<file path="config.mk">
export PLATFORM = sky130hd
export DESIGN_NAME = ps2_host_ctl_flat
export DESIGN_NICKNAME = d
export VERILOG_FILES = /design/src/rtl/ps2_pkg.sv /design/src/rtl/ps2_host_ctl_if.sv /design/src/rtl/ps2_line_sync.sv /design/src/rtl/ps2_host_ctl.sv /design/src/flat_wrapper.sv
export SDC_FILE = /design/constraint.sdc
export NUM_CORES = 1
export LEC_CHECK = 0
export CAP_MARGIN = 25
export CORE_ASPECT_RATIO = 0.5
export CORE_MARGIN = 10
export CORE_UTILIZATION = 46
export CTS_CLUSTER_DIAMETER = 40
export CTS_CLUSTER_SIZE = 30
export DETAILED_ROUTE_END_ITERATION = 12
export PLACE_DENSITY = 0.68
export SLEW_MARGIN = 20
export SYNTH_ARGS = -nofsm -noshare
export SYNTH_HDL_FRONTEND = slang
export SYNTH_SLANG_ARGS = --single-unit
</file>
<file path="constraint.sdc">
create_clock -name clk -period 3.05 [get_ports clk]
set_clock_uncertainty 0.05 [all_clocks]
set_input_delay 0.7625 -clock clk [delete_from_list [all_inputs] [get_ports clk]]
set_output_delay 0.7625 -clock clk [all_outputs]
set_load 0.01 [all_outputs]
</file>
<file path="src/rtl/ps2_pkg.sv">
// ps2_pkg: shared PS/2 definitions for the host command sequencer and the scancode path.
package ps2_pkg;

    typedef enum logic [2:0] {
        ST_IDLE,
        ST_INHIBIT,
        ST_REQ,
        ST_SEND,
        ST_LACK,
        ST_RSP
    } ps2_state_e;

    localparam logic [7:0] PS2_ACK        = 8'hFA;
    localparam logic [7:0] PS2_RESEND     = 8'hFE;
    localparam logic [7:0] PS2_BAT_OK     = 8'hAA;
    localparam logic [7:0] PS2_CMD_RESET  = 8'hFF;
    localparam logic [7:0] PS2_CMD_LEDS   = 8'hED;
    localparam logic [7:0] PS2_CMD_ENABLE = 8'hF4;

    localparam int FRAME_LEN = 11;

    // Parity bit that makes the 9-bit data+parity group contain an odd number of ones.
    function automatic logic odd_parity(input logic [7:0] b);
        return ~^b;
    endfunction

endpackage

</file>
<file path="src/rtl/ps2_host_ctl_if.sv">
// ps2_host_ctl_if: command/response handshake between an upstream requester and ps2_host_ctl.
interface ps2_host_ctl_if;
    logic [7:0] cmd_data;
    logic       cmd_valid;
    logic       cmd_ready;
    logic [7:0] rsp_data;
    logic       rsp_valid;
    logic       err;
    logic       busy;
    logic       rx_inhibit;

    modport master (
        output cmd_data, cmd_valid,
        input  cmd_ready, rsp_data, rsp_valid, err, busy, rx_inhibit
    );

    modport slave (
        input  cmd_data, cmd_valid,
        output cmd_ready, rsp_data, rsp_valid, err, busy, rx_inhibit
    );
endinterface

</file>
<file path="src/rtl/ps2_line_sync.sv">
// ps2_line_sync: two-flop synchronisers for the raw PS/2 lines plus a clock falling-edge strobe.
// Flops reset to 1 (idle line level) so releasing clr never fakes an edge.
module ps2_line_sync (
    input  logic clk,
    input  logic clr,
    input  logic ps2_clk_i,
    input  logic ps2_data_i,
    output logic data_sync_o,
    output logic clk_fall_o
);
    logic [1:0] clk_meta_q;
    logic [1:0] data_meta_q;
    logic       clk_prev_q;

    // NOTE: non-blocking so each stage captures its neighbour's pre-edge value.
    always_ff @(posedge clk or posedge clr) begin
        if (clr) begin
            clk_meta_q  <= 2'b11;
            data_meta_q <= 2'b11;
            clk_prev_q  <= 1'b1;
        end else begin
            clk_meta_q  <= {clk_meta_q[0], ps2_clk_i};
            data_meta_q <= {data_meta_q[0], ps2_data_i};
            clk_prev_q  <= clk_meta_q[1];
        end
    end

    assign data_sync_o = data_meta_q[1];
    assign clk_fall_o  = clk_prev_q & ~clk_meta_q[1];
endmodule

</file>
<file path="src/rtl/ps2_host_ctl.sv">
// ps2_host_ctl: host-to-device PS/2 command sequencer with FE resend retries and edge-gap timeout.
// Line enables are decoded from the state register so clr releases the bus immediately.
module ps2_host_ctl #(
    parameter int INHIBIT_CYCLES = 2500,
    parameter int TIMEOUT_CYCLES = 500000,
    parameter int MAX_RETRIES    = 2
) (
    input  logic           clk,
    input  logic           clr,
    ps2_host_ctl_if.slave  bus,
    input  logic           ps2_clk_in,
    input  logic           ps2_data_in,
    output logic           ps2_clk_oe,
    output logic           ps2_data_oe
);
    import ps2_pkg::*;

    localparam int TMR_MAX = (INHIBIT_CYCLES > TIMEOUT_CYCLES) ? INHIBIT_CYCLES : TIMEOUT_CYCLES;
    localparam int TW      = $clog2(TMR_MAX + 1);
    localparam int RW      = (MAX_RETRIES < 1) ? 1 : $clog2(MAX_RETRIES + 1);

    ps2_state_e           state_q, state_d;
    logic [7:0]           cmd_q, cmd_d;
    logic [RW-1:0]        retry_q, retry_d;
    logic [TW-1:0]        tmr_q, tmr_d;
    logic [3:0]           bit_q, bit_d;
    logic [FRAME_LEN-2:0] shift_q, shift_d;
    logic                 data_oe_q, data_oe_d;
    logic [7:0]           rsp_data_q, rsp_data_d;

    logic                 data_sync, clk_fall;
    logic [FRAME_LEN-1:0] frame;
    logic                 in_frame, timeout, frame_ok, resend, rsp_valid, err;

    ps2_line_sync u_sync (
        .clk         (clk),
        .clr         (clr),
        .ps2_clk_i   (ps2_clk_in),
        .ps2_data_i  (ps2_data_in),
        .data_sync_o (data_sync),
        .clk_fall_o  (clk_fall)
    );

    // Bits arrive LSB first, so the frame under evaluation has the current line bit on top.
    assign frame    = {data_sync, shift_q};
    assign frame_ok = ~frame[0] & (^frame[9:1]) & frame[FRAME_LEN-1];
    assign in_frame = state_q inside {ST_SEND, ST_LACK, ST_RSP};
    assign timeout  = in_frame && !clk_fall && (tmr_q == TW'(TIMEOUT_CYCLES - 1));

    always_ff @(posedge clk or posedge clr) begin
        if (clr) begin
            state_q    <= ST_IDLE;
            cmd_q      <= '0;
            retry_q    <= '0;
            tmr_q      <= '0;
            bit_q      <= '0;
            shift_q    <= '0;
            data_oe_q  <= 1'b0;
            rsp_data_q <= '0;
        end else begin
            state_q    <= state_d;
            cmd_q      <= cmd_d;
            retry_q    <= retry_d;
            tmr_q      <= tmr_d;
            bit_q      <= bit_d;
            shift_q    <= shift_d;
            data_oe_q  <= data_oe_d;
            rsp_data_q <= rsp_data_d;
        end
    end

    // NOTE: every variable gets its default first, so no path can infer a latch.
    always_comb begin
        state_d    = state_q;
        cmd_d      = cmd_q;
        retry_d    = retry_q;
        tmr_d      = tmr_q;
        bit_d      = bit_q;
        shift_d    = shift_q;
        data_oe_d  = data_oe_q;
        rsp_data_d = rsp_data_q;
        rsp_valid  = 1'b0;
        err        = 1'b0;
        resend     = 1'b0;

        if (in_frame) tmr_d = clk_fall ? '0 : tmr_q + 1'b1;

        case (state_q)
            ST_IDLE: if (bus.cmd_valid) begin
                cmd_d   = bus.cmd_data;
                retry_d = '0;
                tmr_d   = '0;
                state_d = ST_INHIBIT;
            end
            // REQ is the last of the INHIBIT_CYCLES cycles with the clock held low.
            ST_INHIBIT: begin
                if (tmr_q == TW'(INHIBIT_CYCLES - 2)) state_d = ST_REQ;
                else                                  tmr_d   = tmr_q + 1'b1;
            end
            ST_REQ: begin
                tmr_d     = '0;
                bit_d     = '0;
                data_oe_d = 1'b1;
                state_d   = ST_SEND;
            end
            ST_SEND: if (clk_fall) begin
                bit_d = bit_q + 4'd1;
                if (bit_q < 4'd8)       data_oe_d = ~cmd_q[bit_q[2:0]];
                else if (bit_q == 4'd8) data_oe_d = ~odd_parity(cmd_q);
                else begin
                    data_oe_d = 1'b0;
                    bit_d     = '0;
                    state_d   = ST_LACK;
                end
            end
            ST_LACK: if (clk_fall) begin
                if (!data_sync) begin
                    bit_d   = '0;
                    state_d = ST_RSP;
                end else begin
                    resend = 1'b1;
                end
            end
            ST_RSP: if (clk_fall) begin
                shift_d = frame[FRAME_LEN-1:1];
                bit_d   = bit_q + 4'd1;
                if (bit_q == 4'(FRAME_LEN - 1)) begin
                    if (!frame_ok) begin
                        err     = 1'b1;
                        state_d = ST_IDLE;
                    end else if (frame[8:1] == PS2_RESEND) begin
                        resend = 1'b1;
                    end else begin
                        rsp_valid  = 1'b1;
                        rsp_data_d = frame[8:1];
                        state_d    = ST_IDLE;
                    end
                end
            end
            default: state_d = ST_IDLE;
        endcase

        if (resend) begin
            if (retry_q < RW'(MAX_RETRIES)) begin
                retry_d = retry_q + 1'b1;
                tmr_d   = '0;
                state_d = ST_INHIBIT;
            end else begin
                err     = 1'b1;
                state_d = ST_IDLE;
            end
        end

        if (timeout) begin
            err     = 1'b1;
            state_d = ST_IDLE;
        end
    end

    assign ps2_clk_oe  = (state_q == ST_INHIBIT) || (state_q == ST_REQ);
    assign ps2_data_oe = (state_q == ST_REQ) || ((state_q == ST_SEND) && data_oe_q && !timeout);

    assign bus.cmd_ready  = (state_q == ST_IDLE);
    assign bus.busy       = (state_q != ST_IDLE);
    assign bus.rx_inhibit = (state_q != ST_IDLE);
    assign bus.rsp_valid  = rsp_valid;
    assign bus.err        = err;
    // The new byte is visible during the rsp_valid pulse and held afterwards.
    assign bus.rsp_data   = rsp_data_d;
endmodule

</file>
<file path="src/flat_wrapper.sv">
// flat-port wrapper written by rule: the top's interface ports become plain ports
module ps2_host_ctl_flat import ps2_pkg::*;
#(
    parameter int INHIBIT_CYCLES = 2500,
    parameter int TIMEOUT_CYCLES = 500000,
    parameter int MAX_RETRIES    = 2
)
  (clk, clr, ps2_clk_in, ps2_data_in, ps2_clk_oe, ps2_data_oe, bus_cmd_data, bus_cmd_valid, bus_cmd_ready, bus_rsp_data, bus_rsp_valid, bus_err, bus_busy, bus_rx_inhibit);
  ps2_host_ctl_if bus_i ();
  input  logic clk;
  input  logic clr;
  input  logic ps2_clk_in;
  input  logic ps2_data_in;
  output logic ps2_clk_oe;
  output logic ps2_data_oe;
  input wire logic [$bits(bus_i.cmd_data)-1:0] bus_cmd_data;
  input wire logic [$bits(bus_i.cmd_valid)-1:0] bus_cmd_valid;
  output wire logic [$bits(bus_i.cmd_ready)-1:0] bus_cmd_ready;
  output wire logic [$bits(bus_i.rsp_data)-1:0] bus_rsp_data;
  output wire logic [$bits(bus_i.rsp_valid)-1:0] bus_rsp_valid;
  output wire logic [$bits(bus_i.err)-1:0] bus_err;
  output wire logic [$bits(bus_i.busy)-1:0] bus_busy;
  output wire logic [$bits(bus_i.rx_inhibit)-1:0] bus_rx_inhibit;
  assign bus_i.cmd_data = bus_cmd_data;
  assign bus_i.cmd_valid = bus_cmd_valid;
  assign bus_cmd_ready = bus_i.cmd_ready;
  assign bus_rsp_data = bus_i.rsp_data;
  assign bus_rsp_valid = bus_i.rsp_valid;
  assign bus_err = bus_i.err;
  assign bus_busy = bus_i.busy;
  assign bus_rx_inhibit = bus_i.rx_inhibit;
  ps2_host_ctl #(.INHIBIT_CYCLES(INHIBIT_CYCLES), .TIMEOUT_CYCLES(TIMEOUT_CYCLES), .MAX_RETRIES(MAX_RETRIES)) u_core (.clk(clk), .clr(clr), .bus(bus_i), .ps2_clk_in(ps2_clk_in), .ps2_data_in(ps2_data_in), .ps2_clk_oe(ps2_clk_oe), .ps2_data_oe(ps2_data_oe));
endmodule
</file>
==> impl_metrics.ini, run 1 <==
[status]
status = finished with violations
violations = setup timing

[clock_tree]
h-tree-depth = 3
cts_hold_buf = 0
clk-insertion-delay-late_ns = 0.34
tritoncts.num_buffers = 9
path_clk_slew_ns = 0.06
ctsLongestPathBuffers = 2
cts_tree = built
cts_sinks = 60
root_buffer = clkbuf_16

[placed_design]
hpwl_um = 5970
place_area_sq_um = 4080
routabilityCongestion = 0.935
pre_cts_ws_ns = -0.520
port-buffer-count = 27

[final_layout]
final_common_cell = dfrtp_1
layout-drive-gt1-share_pct = 28.1
n_fill_cell = 598
final_cell_mix = dfrtp_1 (55), nand2_1 (49), buf_4 (48)
area_delta_synth_final_pct = 32.5
num_antenna_cells = 0
nets = 447
final_area_sq_um = 4530

[detailed_routing]
drtPass1Iterations = 6
drc = 0
vias_per_cell = 5.68
drt-initial-drc-count = 380
num_vias = 2986
drt_wl_total_um = 8470
ant_nets = 0
post_drt_wl_per_cell_um = 16.1

[setup_path]
reg2reg_depth = 7
critPathBufInv = 3
worstSetupPathDepth = 9
cp.arrival_ns = 2.75
slowest_stage = dfrtp_1
crit_family = XOR/XNOR gates
r2r_slack_ns = 0.43
reg2reg_to = u_core.tmr_q[10]
cp_common_cell = buf_6
criticalPathCategory = flip-flop to primary output
startpoint = u_core.shift_q[3]
crit_required_ns = 2.24
cp-end-kind = primary output
crit_fanout = 7
reg2reg_from = u_core.tmr_q[6]
cp-endpoint = bus_rsp_data[7]
max_stage_delay_ns = 0.41
cp-start-kind = flip-flop
worstPathCellList = ha_4 -> xnor3_1 -> xnor2_2 -> or3_4 -> nor4_4 -> buf_6 -> buf_6 -> mux2_4 -> buf_6

[die]
coreArea_sq_um = 7270
die_width_um = 142
die_area_sq_um = 11500
pin_count = 28
die_h_um = 81.0
rows = 22
initial_core_util_pct = 47.1

[timing]
max_freq_mhz = 281
whs_ns = 0.305
relSlewSlack_pct = 50.8
fin_ws_ns = -0.509
rsz0062_at_grt = true
finalHoldViolations = 0
period_minus_slack_ns = 3.56
tightest_slew_ns = 0.738
setup_viol = 10
period_share_pct = 117
fin_tns_setup_ns = -4.42
slew_violations = 0

[power_and_ir_drop]
report.power.total_mw = 3.80
p_leak_nw = 1.99
powerDensity_nw_per_um2 = 837
ir_drop_mv = 0.477

[synthesis]
synthFlopType = dfrtp_1
ys_types = 56
synth_top_area_cell = dfrtp_1
netlist.area_leader.share_pct = 40.2
synthMuxAreaShare_pct = 7.75
synth_edf_count = 0
synth_seq_cells = 60
synth_simple_gate_area_share_pct = 20.7
ys_async_sr_fraction_pct = 100
synth_top_family_by_area = simple AND/OR/NAND/NOR gates
synthesis.instances = 350
synth_area_leaders = dfrtp_1 (40%), nand2_1 (5.4%), mux2_2 (5.3%)
synth_compound_area_share_pct = 17.5
syn_avg_cell_area_sq_um = 9.77
syn-num-nets = 372
synth-adder-area-share_pct = 3.29
synth_xor_area_share_pct = 3.22
yosysSeqAreaShare_pct = 44.1
netlist_area_sq_um = 3420
yosysWarnings = 0

[job]
drv_cap = 0

[grt]
gr-total-overflow = 0
grt_pass1_vias = 3039
grt_max_degree = 39
grt_pass1_wl_um = 14600
gr-usage-all-layers_pct = 15.7
antenna_found_initial = 0

[worst_hold_path]
min_path_type = flip-flop to flip-flop
-- final cells by class --
class | count | area, sq um | area share (%)
multi-input combinational | 265 | 1890 | 41.8
tap | 96 | 120 | 2.65
timing repair buffer | 79 | 673 | 14.8
clock inverter | 7 | 76.3 | 1.68
inverter | 10 | 37.5 | 0.828
clock buffer | 9 | 225 | 4.97
sequential | 60 | 1510 | 33.3
-- per-stage QoR --
step,std cells,util [%]
global route,526,62.4
detailed placement,503,56.2
global placement,503,56.2
floorplan,350,-
CTS,525,62.3
finish,526,62.4
-- Yosys cell counts (all sizes together), types with 3 or more instances --
cell type	number
dfrtp	55
nand2	50
a21oi	26
o21ai	24
mux2	16
nand3	15
nor2	14
inv	10
buf	9
ha	9
xnor2	8
nand3b	7
or3	7
a311oi	6
clkbuf	6
a31oi	5
a41oi	5
dfstp	5
a211oi	4
a2bb2oi	4
and2	4
and3	4
mux2i	4
nor4	4
o31ai	4
a21boi	3
and3b	3
and4	3
nand2b	3
nor3b	3
nor4b	3
o22ai	3
-- worst register-to-register path, delay by kind of cell, from the launching register on --
| kind | cells | cell delay, ns |
|---|---|---|
| buf+inv | 1 | 0.15 |
| simple gates | 3 | 0.95 |
| compound gates | 3 | 0.98 |
| flops | 1 | 0.35 |
-- logic make-up after synthesis --
logic type | after synthesis
adder cells (fa/ha/maj) | 9
flip-flops | 60
AO/OA/AOI/OAI | 92
AND/OR/NAND/NOR | 131
multiplexers | 22
XOR/XNOR | 11
buffers and inverters | 25
-- state kept, by name, indices dropped and copies added, names as in the netlist --
register / flops
u_core.retry_q: 2
u_core.rsp_data_q: 8
u_core.shift_q: 10
u_core.state_q: 3
u_core.u_sync.clk_prev_q: 1
u_core.cmd_q: 8
u_core.u_sync.data_meta_q: 2
u_core.bit_q: 4
u_core.data_oe_q: 1
u_core.u_sync.clk_meta_q: 2
u_core.tmr_q: 19
-- how the worst min path moves through the flow --
stage	start	to	slack [ns]	depth (start not counted)
4_1_cts	u_core.u_sync.clk_meta_q[0]	u_core.u_sync.clk_meta_q[1]	0.31	0
3_5_place_dp	u_core.u_sync.clk_meta_q[0]	u_core.u_sync.clk_meta_q[1]	0.30	0
6_report	u_core.u_sync.clk_meta_q[0]	u_core.u_sync.clk_meta_q[1]	0.30	0
2_1_floorplan	u_core.u_sync.clk_meta_q[0]	u_core.u_sync.clk_meta_q[1]	0.30	0
5_1_grt	u_core.u_sync.data_meta_q[0]	u_core.u_sync.data_meta_q[1]	0.31	0
3_3_place_gp	u_core.u_sync.clk_meta_q[0]	u_core.u_sync.clk_meta_q[1]	0.30	0
-- routing by layer --
| layer | GRT usage (%) | part of all wire [%] | vias to the layer above |
|---|---|---|---|
| met5 | 0 | 0 | - |
| met4 | 6.59 | 1.6 | 0 |
| met3 | 4.66 | 4.8 | 12 |
| met2 | 25.1 | 48 | 78 |
| met1 | 19.9 | 46 | 1460 |
| li1 | - | - | 1436 |
-- report_power, final --
group / switching, mW / internal (mW)
logic: 0.847 / 0.800
clock network: 0.387 / 0.635
registers: 0.151 / 0.976
-- what timing repair did --
action                     in CTS  in global routing
setup endpoints to repair      11                 11
setup buffers                   7                  2
pin swaps                       8                  6
gates resized for setup        70                  2
Note: power is estimated with default switching activity, not from simulation.
==> run 2: changes to the inputs <==
--- a/config.mk
+++ b/config.mk
@@ -13,6 +13,7 @@
 export CTS_CLUSTER_SIZE = 30
 export DETAILED_ROUTE_END_ITERATION = 12
 export PLACE_DENSITY = 0.68
+export SETUP_SLACK_MARGIN = 0.02
 export SLEW_MARGIN = 20
 export SYNTH_ARGS = -nofsm -noshare
 export SYNTH_HDL_FRONTEND = slang
==> run 2 against run 1 <==
Net effect: the flow still finishes with violations (setup timing); critical path depth unchanged; power increased by 0.98%; final cell count increased by 0.57%; maximum frequency about the same; sequential cell count unchanged; worst hold slack about the same; via count increased by 0.44%; count of clock-buffer cells in the layout unchanged; die area unchanged; sequential share of layout area decreased by 0.36 points; register-to-register slack improved by 0.03 ns; non-clock buffer count increased by 3; critical path type unchanged.
==> impl_metrics.ini, run 2 (synthesis gave the netlist of run 1 again) <==
[final_layout]
largest_reg_flops = 19
nets = 450
top_regs = u_core.tmr_q: 19 flops, u_core.shift_q: 10 flops
final_cell_mix = dfrtp_1 (55), buf_4 (51), nand2_1 (49)
final_common_cell = dfrtp_1
fin_cells = 529
regMostFlops = u_core.tmr_q
layout-drive-gt1-share_pct = 29.1
area_delta_synth_final_pct = 34.0
num_antenna_cells = 0

[power_and_ir_drop]
combPwrFrac_pct = 43.6
clockPowerShare_pct = 26.7
ir_drop_mv = 0.477
internal-power_mw = 2.43
switching_share_pct = 36.6
pwr-share-seq_pct = 29.8
p_leak_nw = 2.01
p_sw_mw = 1.40
powerDensity_nw_per_um2 = 836

[timing]
period_minus_slack_ns = 3.56
max_freq_mhz = 281
slew_violations = 0
rsz0062_at_grt = true
relSlewSlack_pct = 51.0
period_share_pct = 117
finalHoldViolations = 0
fin_ws_ns = -0.509
whs_ns = 0.305
setup_viol = 10
tightest_slew_ns = 0.735

[setup_path]
worstPathCellList = ha_4 -> xnor3_1 -> xnor2_2 -> or3_4 -> nor4_4 -> buf_6 -> buf_6 -> mux2_4 -> buf_6
cp.arrival_ns = 2.75
slowest_stage = dfrtp_1
crit_required_ns = 2.24
cp-end-kind = primary output
criticalPathCategory = flip-flop to primary output
cp_common_cell = buf_6
max_stage_delay_ns = 0.41
crit_fanout = 7
cp-start-kind = flip-flop

[placed_design]
port-buffer-count = 27
routabilityCongestion = 0.935
hpwl_um = 5970
place_inst = 503

[status]
status = finished with violations
violations = setup timing

[die]
die_width_um = 142
coreArea_sq_um = 7270
rows = 22
die_h_um = 81.0
initial_core_util_pct = 47.1
die_area_sq_um = 11500
pin_count = 28

[grt]
gr-total-overflow = 0
grt_max_degree = 39
antenna_found_initial = 0
grt_pass1_wl_um = 14600
grt_pass1_vias = 3039
gr-usage-all-layers_pct = 15.7

[clock_tree]
clk-insertion-delay-late_ns = 0.34
root_buffer = clkbuf_16
cts_hold_buf = 0
path_clk_slew_ns = 0.06
cts_sinks = 60
tritoncts.num_buffers = 9
h-tree-depth = 3
ctsLongestPathBuffers = 2
cts_tree = built

[detailed_routing]
drc = 0
drtPass1Iterations = 4
vias_per_cell = 5.67
drt_wl_total_um = 8550
num_vias = 2999
ant_nets = 0
drt-initial-drc-count = 362
post_drt_wl_per_cell_um = 16.2

[worst_hold_path]
min_path_type = flip-flop to flip-flop

[job]
drv_cap = 0
-- run 2: changes by cell type in the layout (fill, tap and decap cells not counted), sizes merged --
cell | before | now
buf | 62 | 66
clkbuf | 10 | 9
-- run 2: path summary, 6_finish.rpt --
check | startpoint | end | slack, ns | cells past startpoint
worst max-delay path | u_core.shift_q[3] | bus_rsp_data[7] | -0.51 | 9
worst min-delay path | u_core.u_sync.clk_meta_q[0] | u_core.u_sync.clk_meta_q[1] | 0.30 | 0
worst min register to register | u_core.u_sync.clk_meta_q[0] | u_core.u_sync.clk_meta_q[1] | 0.30 | 0
worst max register to register | u_core.shift_q[3] | u_core.tmr_q[0] | 0.46 | 9
max in group asynchronous | clr | u_core.u_sync.clk_prev_q | 1.56 | 3
min in group asynchronous | clr | u_core.tmr_q[18] | 0.73 | 2
-- run 2: final cells by class --
class	count	area, sq um
inverters	10	37.5
multi-input cells	265	1920
well taps	96	120
clock buffers	9	225
repair buffers	82	696
fillers	597	2680
clock inverters	7	76.3
flip-flops and latches	60	1510
-- run 2: per-stage QoR --
step	worst slack [ns]	instance area (sq um)	utilization (%)	setup TNS [ns]	total power, mW
2_1_floorplan	-0.0695	3420	-	-0.556	2.22
3_3_place_gp	-0.456	4080	56.2	-4.22	2.66
3_5_place_dp	-0.520	4080	56.2	-4.81	2.72
4_1_cts	-0.556	4530	62.3	-4.96	3.80
5_1_grt	-0.627	4580	63.1	-5.46	4.11
6_report	-0.509	4580	63.1	-4.41	3.83
-- run 2: critical path: cells and delay by family (launching register included) --
kind / cells / cell delay [ns]
xor+xnor: 2 / 0.53
simple gates: 2 / 0.50
buf+inv: 3 / 0.40
flops: 1 / 0.41
mux: 1 / 0.31
fa+ha+maj: 1 / 0.25
-- run 2: timing repair --
item | in CTS | in global routing
endpoints found under the setup margin | 11 | 11
buffers inserted | 7 | 5
gates cloned | 0 | 0
resized for setup | 71 | 6
pin swaps | 8 | 8
-- run 2: metal layers --
metal | routed length, um | global-route usage, % | up-vias
met5 | 0 | 0 | -
met4 | 141 | 6.59 | 0
met3 | 307 | 4.66 | 10
met2 | 4100 | 25.1 | 58
met1 | 4000 | 19.9 | 1488
li1 | - | - | 1443
-- run 2: power by group through the flow --
stage / registers [mW] / logic [mW] / clock network (mW)
2_1_floorplan: 1.13 / 1.08 / 0
4_1_cts: 1.13 / 1.63 / 1.04
5_1_grt: 1.16 / 1.86 / 1.08
6_report: 1.14 / 1.67 / 1.02
3_3_place_gp: 1.12 / 1.53 / 0
3_5_place_dp: 1.14 / 1.59 / 0
